`src/rtl/cpu_ctrl_pkg.sv`:
```
// Shared encodings for the multi-cycle sequencer: states, instruction fields,
// ALU operation codes, fault codes and the bundled control-output record.
package cpu_ctrl_pkg;

    typedef enum logic [2:0] {
        S_FETCH  = 3'd0,
        S_DECODE = 3'd1,
        S_EXEC   = 3'd2,
        S_MEM    = 3'd3,
        S_WB     = 3'd4,
        S_HALT   = 3'd7
    } state_e;

    typedef enum logic [2:0] {
        I_ALU  = 3'd0,
        I_LW   = 3'd1,
        I_SW   = 3'd2,
        I_BEQZ = 3'd3,
        I_JMP  = 3'd4
    } instr_e;

    localparam logic [5:0] OP_ALU  = 6'h00;
    localparam logic [5:0] OP_LW   = 6'h23;
    localparam logic [5:0] OP_SW   = 6'h2B;
    localparam logic [5:0] OP_BEQZ = 6'h04;
    localparam logic [5:0] OP_JMP  = 6'h02;
    localparam logic [5:0] OP_HALT = 6'h3F;

    localparam logic [10:0] FN_ADD = 11'h020;
    localparam logic [10:0] FN_SUB = 11'h022;
    localparam logic [10:0] FN_AND = 11'h024;
    localparam logic [10:0] FN_OR  = 11'h025;
    localparam logic [10:0] FN_XOR = 11'h026;

    localparam logic [2:0] ALU_ADD = 3'd0;
    localparam logic [2:0] ALU_SUB = 3'd1;
    localparam logic [2:0] ALU_AND = 3'd2;
    localparam logic [2:0] ALU_OR  = 3'd3;
    localparam logic [2:0] ALU_XOR = 3'd4;

    localparam logic [1:0] FAULT_NONE    = 2'b00;
    localparam logic [1:0] FAULT_ILLEGAL = 2'b01;
    localparam logic [1:0] FAULT_TIMEOUT = 2'b10;

    typedef struct packed {
        logic       imem_req;
        logic       dmem_req;
        logic       pc_enable;
        logic       pc_select_enable;
        logic       npc_enable;
        logic       ir_enable;
        logic       reg_write_enable;
        logic       writeback_select_enable;
        logic       mux1_select_enable;
        logic       mux2_select_enable;
        logic       mem_write_enable;
        logic       mem_data_select_enable;
        logic       halted;
        logic [2:0] alu_op;
    } ctrl_t;

endpackage

```
`src/rtl/wait_timer.sv`:
```
// Wait-state counter for the memory watchdog: counts ticks, clears on demand,
// and flags when the count sits on the last permitted wait cycle.
module wait_timer #(
    parameter int unsigned LIMIT = 16
) (
    input  logic clk_i,
    input  logic rst_ni,
    input  logic clear_i,
    input  logic tick_i,
    output logic expired_o
);

    localparam int unsigned CW = (LIMIT > 1) ? $clog2(LIMIT) : 1;
    localparam logic [CW-1:0] LAST = CW'((LIMIT == 0) ? 0 : LIMIT - 1);

    logic [CW-1:0] count_q;
    logic [CW-1:0] count_d;

    always_comb begin
        count_d = count_q;
        if (clear_i) begin
            count_d = '0;
        end else if (tick_i) begin
            count_d = count_q + CW'(1);
        end
    end

    always_ff @(posedge clk_i or negedge rst_ni) begin
        if (!rst_ni) begin
            count_q <= '0;
        end else begin
            count_q <= count_d;
        end
    end

    // LIMIT of zero disables the watchdog entirely.
    assign expired_o = (LIMIT != 0) && (count_q == LAST);

endmodule

```
`src/rtl/multicycle_sequencer.sv`:
```
// Multi-cycle CPU control sequencer: FETCH/DECODE/EXEC/MEM/WB with memory
// handshakes, wait-state watchdog, sticky HALT trapping and a retire counter.
module multicycle_sequencer
    import cpu_ctrl_pkg::*;
#(
    parameter int unsigned OPW     = 6,
    parameter int unsigned FUNCW   = 11,
    parameter int unsigned ALUOPW  = 3,
    parameter int unsigned TIMEOUT = 16,
    parameter int unsigned CNT_W   = 32
) (
    input  logic              clk,
    input  logic              reset,
    input  logic [OPW-1:0]    opcode,
    input  logic [FUNCW-1:0]  alu_func,
    input  logic              equal,
    input  logic              imem_ready,
    input  logic              dmem_ready,
    output logic              imem_req,
    output logic              dmem_req,
    output logic              pc_enable,
    output logic              pc_select_enable,
    output logic              npc_enable,
    output logic              ir_enable,
    output logic              reg_write_enable,
    output logic              writeback_select_enable,
    output logic              mux1_select_enable,
    output logic              mux2_select_enable,
    output logic [ALUOPW-1:0] alu_op,
    output logic              mem_write_enable,
    output logic              mem_data_select_enable,
    output logic [2:0]        state,
    output logic              halted,
    output logic [1:0]        fault,
    output logic [CNT_W-1:0]  retired_cnt
);

    state_e           state_q, state_d;
    instr_e           instr_q, instr_d;
    logic [2:0]       aluop_q, aluop_d;
    logic [1:0]       fault_q, fault_d;
    logic [CNT_W-1:0] retired_q;
    logic             retire;
    logic             waiting;
    logic             wt_expired;
    ctrl_t            ctrl_c;
    ctrl_t            ctrl;

    wait_timer #(.LIMIT(TIMEOUT)) u_wait_timer (
        .clk_i     (clk),
        .rst_ni    (reset),
        .clear_i   (!waiting || wt_expired),
        .tick_i    (waiting),
        .expired_o (wt_expired)
    );

    always_comb begin
        state_d = state_q;
        instr_d = instr_q;
        aluop_d = aluop_q;
        fault_d = fault_q;
        retire  = 1'b0;
        waiting = 1'b0;
        ctrl_c  = '0;
        case (state_q)
            S_FETCH: begin
                ctrl_c.imem_req = 1'b1;
                if (imem_ready) begin
                    ctrl_c.ir_enable  = 1'b1;
                    ctrl_c.npc_enable = 1'b1;
                    ctrl_c.pc_enable  = 1'b1;
                    state_d = S_DECODE;
                end else begin
                    waiting = 1'b1;
                    if (wt_expired) begin
                        state_d = S_HALT;
                        fault_d = FAULT_TIMEOUT;
                    end
                end
            end
            S_DECODE: begin
                state_d = S_EXEC;
                aluop_d = ALU_ADD;
                case (opcode)
                    OPW'(OP_ALU): begin
                        instr_d = I_ALU;
                        case (alu_func)
                            FUNCW'(FN_ADD): aluop_d = ALU_ADD;
                            FUNCW'(FN_SUB): aluop_d = ALU_SUB;
                            FUNCW'(FN_AND): aluop_d = ALU_AND;
                            FUNCW'(FN_OR):  aluop_d = ALU_OR;
                            FUNCW'(FN_XOR): aluop_d = ALU_XOR;
                            default: begin
                                state_d = S_HALT;
                                fault_d = FAULT_ILLEGAL;
                            end
                        endcase
                    end
                    OPW'(OP_LW):   instr_d = I_LW;
                    OPW'(OP_SW):   instr_d = I_SW;
                    OPW'(OP_BEQZ): instr_d = I_BEQZ;
                    OPW'(OP_JMP):  instr_d = I_JMP;
                    OPW'(OP_HALT): begin
                        state_d = S_HALT;
                        fault_d = FAULT_NONE;
                    end
                    default: begin
                        state_d = S_HALT;
                        fault_d = FAULT_ILLEGAL;
                    end
                endcase
            end
            S_EXEC: begin
                ctrl_c.alu_op = aluop_q;
                case (instr_q)
                    I_ALU: begin
                        ctrl_c.mux1_select_enable = 1'b1;
                        state_d = S_WB;
                    end
                    I_LW, I_SW: state_d = S_MEM;
                    I_BEQZ: begin
                        ctrl_c.mux2_select_enable = 1'b1;
                        ctrl_c.pc_enable          = equal;
                        ctrl_c.pc_select_enable   = equal;
                        retire  = 1'b1;
                        state_d = S_FETCH;
                    end
                    default: begin
                        ctrl_c.mux2_select_enable = 1'b1;
                        ctrl_c.pc_enable          = 1'b1;
                        ctrl_c.pc_select_enable   = 1'b1;
                        retire  = 1'b1;
                        state_d = S_FETCH;
                    end
                endcase
            end
            S_MEM: begin
                ctrl_c.dmem_req         = 1'b1;
                ctrl_c.mem_write_enable = (instr_q == I_SW);
                if (dmem_ready) begin
                    retire  = (instr_q == I_SW);
                    state_d = (instr_q == I_SW) ? S_FETCH : S_WB;
                end else begin
                    waiting = 1'b1;
                    if (wt_expired) begin
                        state_d = S_HALT;
                        fault_d = FAULT_TIMEOUT;
                    end
                end
            end
            S_WB: begin
                ctrl_c.reg_write_enable        = 1'b1;
                ctrl_c.writeback_select_enable = (instr_q == I_ALU);
                ctrl_c.mem_data_select_enable  = (instr_q == I_ALU);
                retire  = 1'b1;
                state_d = S_FETCH;
            end
            S_HALT: ctrl_c.halted = 1'b1;
            default: state_d = S_FETCH;
        endcase
    end

    always_ff @(posedge clk or negedge reset) begin
        if (!reset) begin
            state_q   <= S_FETCH;
            instr_q   <= I_ALU;
            aluop_q   <= '0;
            fault_q   <= FAULT_NONE;
            retired_q <= '0;
        end else begin
            state_q <= state_d;
            instr_q <= instr_d;
            aluop_q <= aluop_d;
            fault_q <= fault_d;
            if (retire) begin
                retired_q <= retired_q + CNT_W'(1);
            end
        end
    end

    // Gating with reset makes requests drop the instant reset asserts, not at the next edge.
    assign ctrl = reset ? ctrl_c : '0;

    assign imem_req                = ctrl.imem_req;
    assign dmem_req                = ctrl.dmem_req;
    assign pc_enable               = ctrl.pc_enable;
    assign pc_select_enable        = ctrl.pc_select_enable;
    assign npc_enable              = ctrl.npc_enable;
    assign ir_enable               = ctrl.ir_enable;
    assign reg_write_enable        = ctrl.reg_write_enable;
    assign writeback_select_enable = ctrl.writeback_select_enable;
    assign mux1_select_enable      = ctrl.mux1_select_enable;
    assign mux2_select_enable      = ctrl.mux2_select_enable;
    assign alu_op                  = ALUOPW'(ctrl.alu_op);
    assign mem_write_enable        = ctrl.mem_write_enable;
    assign mem_data_select_enable  = ctrl.mem_data_select_enable;
    assign halted                  = ctrl.halted;
    assign state                   = state_q;
    assign fault                   = fault_q;
    assign retired_cnt             = retired_q;

endmodule

```
`config.mk`:
```
export PLATFORM = sky130hd
export DESIGN_NAME = multicycle_sequencer
export DESIGN_NICKNAME = d
export VERILOG_FILES = /design/src/rtl/cpu_ctrl_pkg.sv /design/src/rtl/wait_timer.sv /design/src/rtl/multicycle_sequencer.sv
export SDC_FILE = /design/constraint.sdc
export NUM_CORES = 1
export LEC_CHECK = 0
export CORE_MARGIN = 5
export CORE_UTILIZATION = 40
export DETAILED_ROUTE_END_ITERATION = 7
export PLACE_DENSITY = 0.69
export SETUP_SLACK_MARGIN = 0.15
export SYNTH_ARGS = -nofsm -noshare
export SYNTH_HDL_FRONTEND = slang
export SYNTH_HIERARCHICAL = 1
export SYNTH_SLANG_ARGS = --single-unit
```
`constraint.sdc`:
```
create_clock -name clk -period 2.2 [get_ports clk]
set_input_delay 0.33 -clock clk [delete_from_list [all_inputs] [get_ports clk]]
set_output_delay 0.33 -clock clk [all_outputs]
set_load 0.01 [all_outputs]
```
==> results of run 1 <==
## worst max-delay path, stage by stage, from the launching register on
cell,delay [ns]
dfrtp_2,0.43
or3b_4,0.42
nor4b_4,0.26
buf_4,0.19
o211ai_4,0.11
or3_1,0.38
xnor2_1,0.14
## synthesized netlist by cell type (all sizes together), types with 2 or more instances
cell | number | area [um2]
a21oi | 7 | 35.0
a22o | 2 | 17.5
and2 | 8 | 50.1
and3 | 8 | 50.1
and4 | 2 | 17.5
buf | 5 | 32.5
clkbuf | 4 | 15.0
dfrtp | 47 | 1180
ha | 2 | 25.0
inv | 8 | 30.0
mux2 | 3 | 37.5
nand2 | 23 | 86.3
nand2b | 4 | 25.0
nand3 | 18 | 90.1
nand3b | 4 | 30.0
nand4 | 8 | 50.1
nor2 | 19 | 71.3
nor2b | 5 | 31.3
nor3 | 11 | 55.1
nor3b | 2 | 15.0
nor4 | 4 | 37.5
nor4b | 2 | 32.5
o21a | 2 | 15.0
o21ai | 12 | 60.1
or3 | 2 | 12.5
or3b | 2 | 20.0
xnor2 | 28 | 245
xor2 | 6 | 52.6
## registers in the layout, indices dropped and copies added (netlist names)
register              cells
instr_q                   3
state                     3
aluop_q                   3
fault                     2
retired_cnt              32
u_wait_timer/count_q      4
## power by group
part           internal, W  switching (W)
clock network     0.000343       0.000308
logic             0.000666       0.000604
registers         0.000974       0.000129
total              0.00198        0.00104
## final timing paths
check / endpoint / depth (start not counted) / from / slack (ns)
worst max-delay path: retired_cnt[8] / 6 / instr_q[2] / 0.16
worst min-delay path: state[0] / 3 / reset / 0.23
worst max register to register: retired_cnt[8] / 6 / instr_q[2] / 0.16
worst min register to register: retired_cnt[31] / 1 / retired_cnt[31] / 0.48
max in group asynchronous: instr_q[2] / 3 / reset / 1.53
min in group clk: retired_cnt[31] / 1 / retired_cnt[31] / 0.48
## logic make-up after synthesis
logic type      count (synthesis)  share of synthesized area
simple gates                  124                      0.267
mux                             4                     0.0184
xor+xnor                       34                      0.115
flops                          47                      0.456
compound gates                 38                      0.103
buf+inv                        17                     0.0301
fa+ha+maj                       2                    0.00970
## final cells by class
type	instances	share of cell area
timing repair buffer	106	0.259
tap	77	0.0255
clock buffer	5	0.0182
multi-input combinational	202	0.365
sequential	47	0.312
clock inverter	3	0.0122
inverter	8	0.00793
## through the flow
stage / total power (W) / instances
finish: 0.00302 / 448
global route: 0.00322 / 448
CTS: 0.00302 / 445
detailed placement: 0.00226 / 426
global placement: 0.00224 / 426
floorplan: 0.00173 / 266
## per-layer routing
layer	vias to the layer above	routed length [um]
met5	-	0
met4	0	96
met3	7	437
met2	71	3240
met1	1147	2690
li1	1138	-
## timing repair
action / CTS / global route
gates cloned: 0 / 0
hold endpoints to repair: 3 / 0
resized for setup: 24 / 11
hold buffers: 1 / 0
setup buffers: 10 / 3
pin swaps: 1 / 1
setup endpoints to repair: 34 / 31
==> metrics, run 1 <==
PortBufs=74; Static Leak=1.73 nW; CP Capture Type=flip-flop; fin nets=394; DP Area=3500 um2; fin util=0.599; # diodes=0; die height=90.3 um; share of cells above drive strength 1=0.181; Most used DFF post-synth=dfrtp_1; crit path time final=2.04 ns; Hold WS=0.232 ns; met2 GRT Util=0.266; Clock Path Buffers=2; total of max-cap violations=0; IO Count=75; GPL Wtd Cong=0.851; Skew-Pair Late Insertion Delay=0.30 ns; post-synthesis sequential area ratio=0.456; yosys warns=6; vias=2,363; TritonRoute pass-1 iters=4; CTS H-Tree Depth=2; Clock transition at path regs=0.09 ns; Worst slew margin=0.622; DR DRC count=0; register bit count reported by yosys=47; Die W=90.3 um; Data arrival, critical path=2.23 ns; post-route cell area=3780 um2; Final Cycle Share=0.926; synthesized net count=290; CTS buffer count=5; root buffer selected by CTS=clkbuf_8; pre-CTS setup slack=0.0786 ns; Sequential Area=1180 um2; vias per std cell=5.27; initial antenna violation count=0; CTS tree=yes; Syn-to-layout area delta=46.8%; Pwr Density=799 nW/um2; Global Route met1 Usage=0.190; cells after synthesis=266; startpoint types=flip-flop; worst setup margin=0.163 ns; Setup violations, final=0; final antenna-violating net count=0; Hold Path Class=input port to asynchronous set/reset pin; routed len/inst=14.4 um; commonest non-fill, non-tap cell in the layout=clkdlybuf4s50_1; kind of critical path=flip-flop to flip-flop; initial detailed-routing violation count=63; die area=8150 um2; most frequent cells in the layout=57 x clkdlybuf4s50_1, 44 x dfrtp_1, 30 x buf_4; global-route wire length before repair=10,700 um; M3 GR Usage=0.0433; post-synthesis cell type count=52; Hold Vio Cnt, Final=0; Slew Limit Fails=0; Post-synth EDFFs=0; Multi-input gate area=1380 um2; Rows=29; core area=6310 um2; status=completed; critical path required time=2.39 ns; global-route usage over all layers=0.156; Max VDD drop=0.000429 V; initial core utilization=0.408; GRT busiest layer=met2; largest net degree at the start of global routing=45; setup TNS=0 ns; Mapped Area=2580 um2; Avg Cell Area, Syn=9.69 um2; crit-path max FO=5; GR Overflow Total=0; ys async rst share=1.00; clock skew=0.00681 ns; hpwl dp=4780 um; TritonCTS sink count=47; setup repair after global routing missed its margin=yes; WL final=6470 um; fillers=568; vias in the first global route=2,292; Tightest Pin Transition=0.568 ns; achievable frequency=491 MHz
Power figures use the tool's default switching activity.
==> run 2: changes to the inputs <==
--- a/config.mk
+++ b/config.mk
@@ -5,6 +5,7 @@
 export SDC_FILE = /design/constraint.sdc
 export NUM_CORES = 1
 export LEC_CHECK = 0
+export CAP_MARGIN = 10
 export CORE_MARGIN = 5
 export CORE_UTILIZATION = 40
 export DETAILED_ROUTE_END_ITERATION = 7
==> results of run 2 <==
Final layout, timing and power as in run 1 (identical DEF).
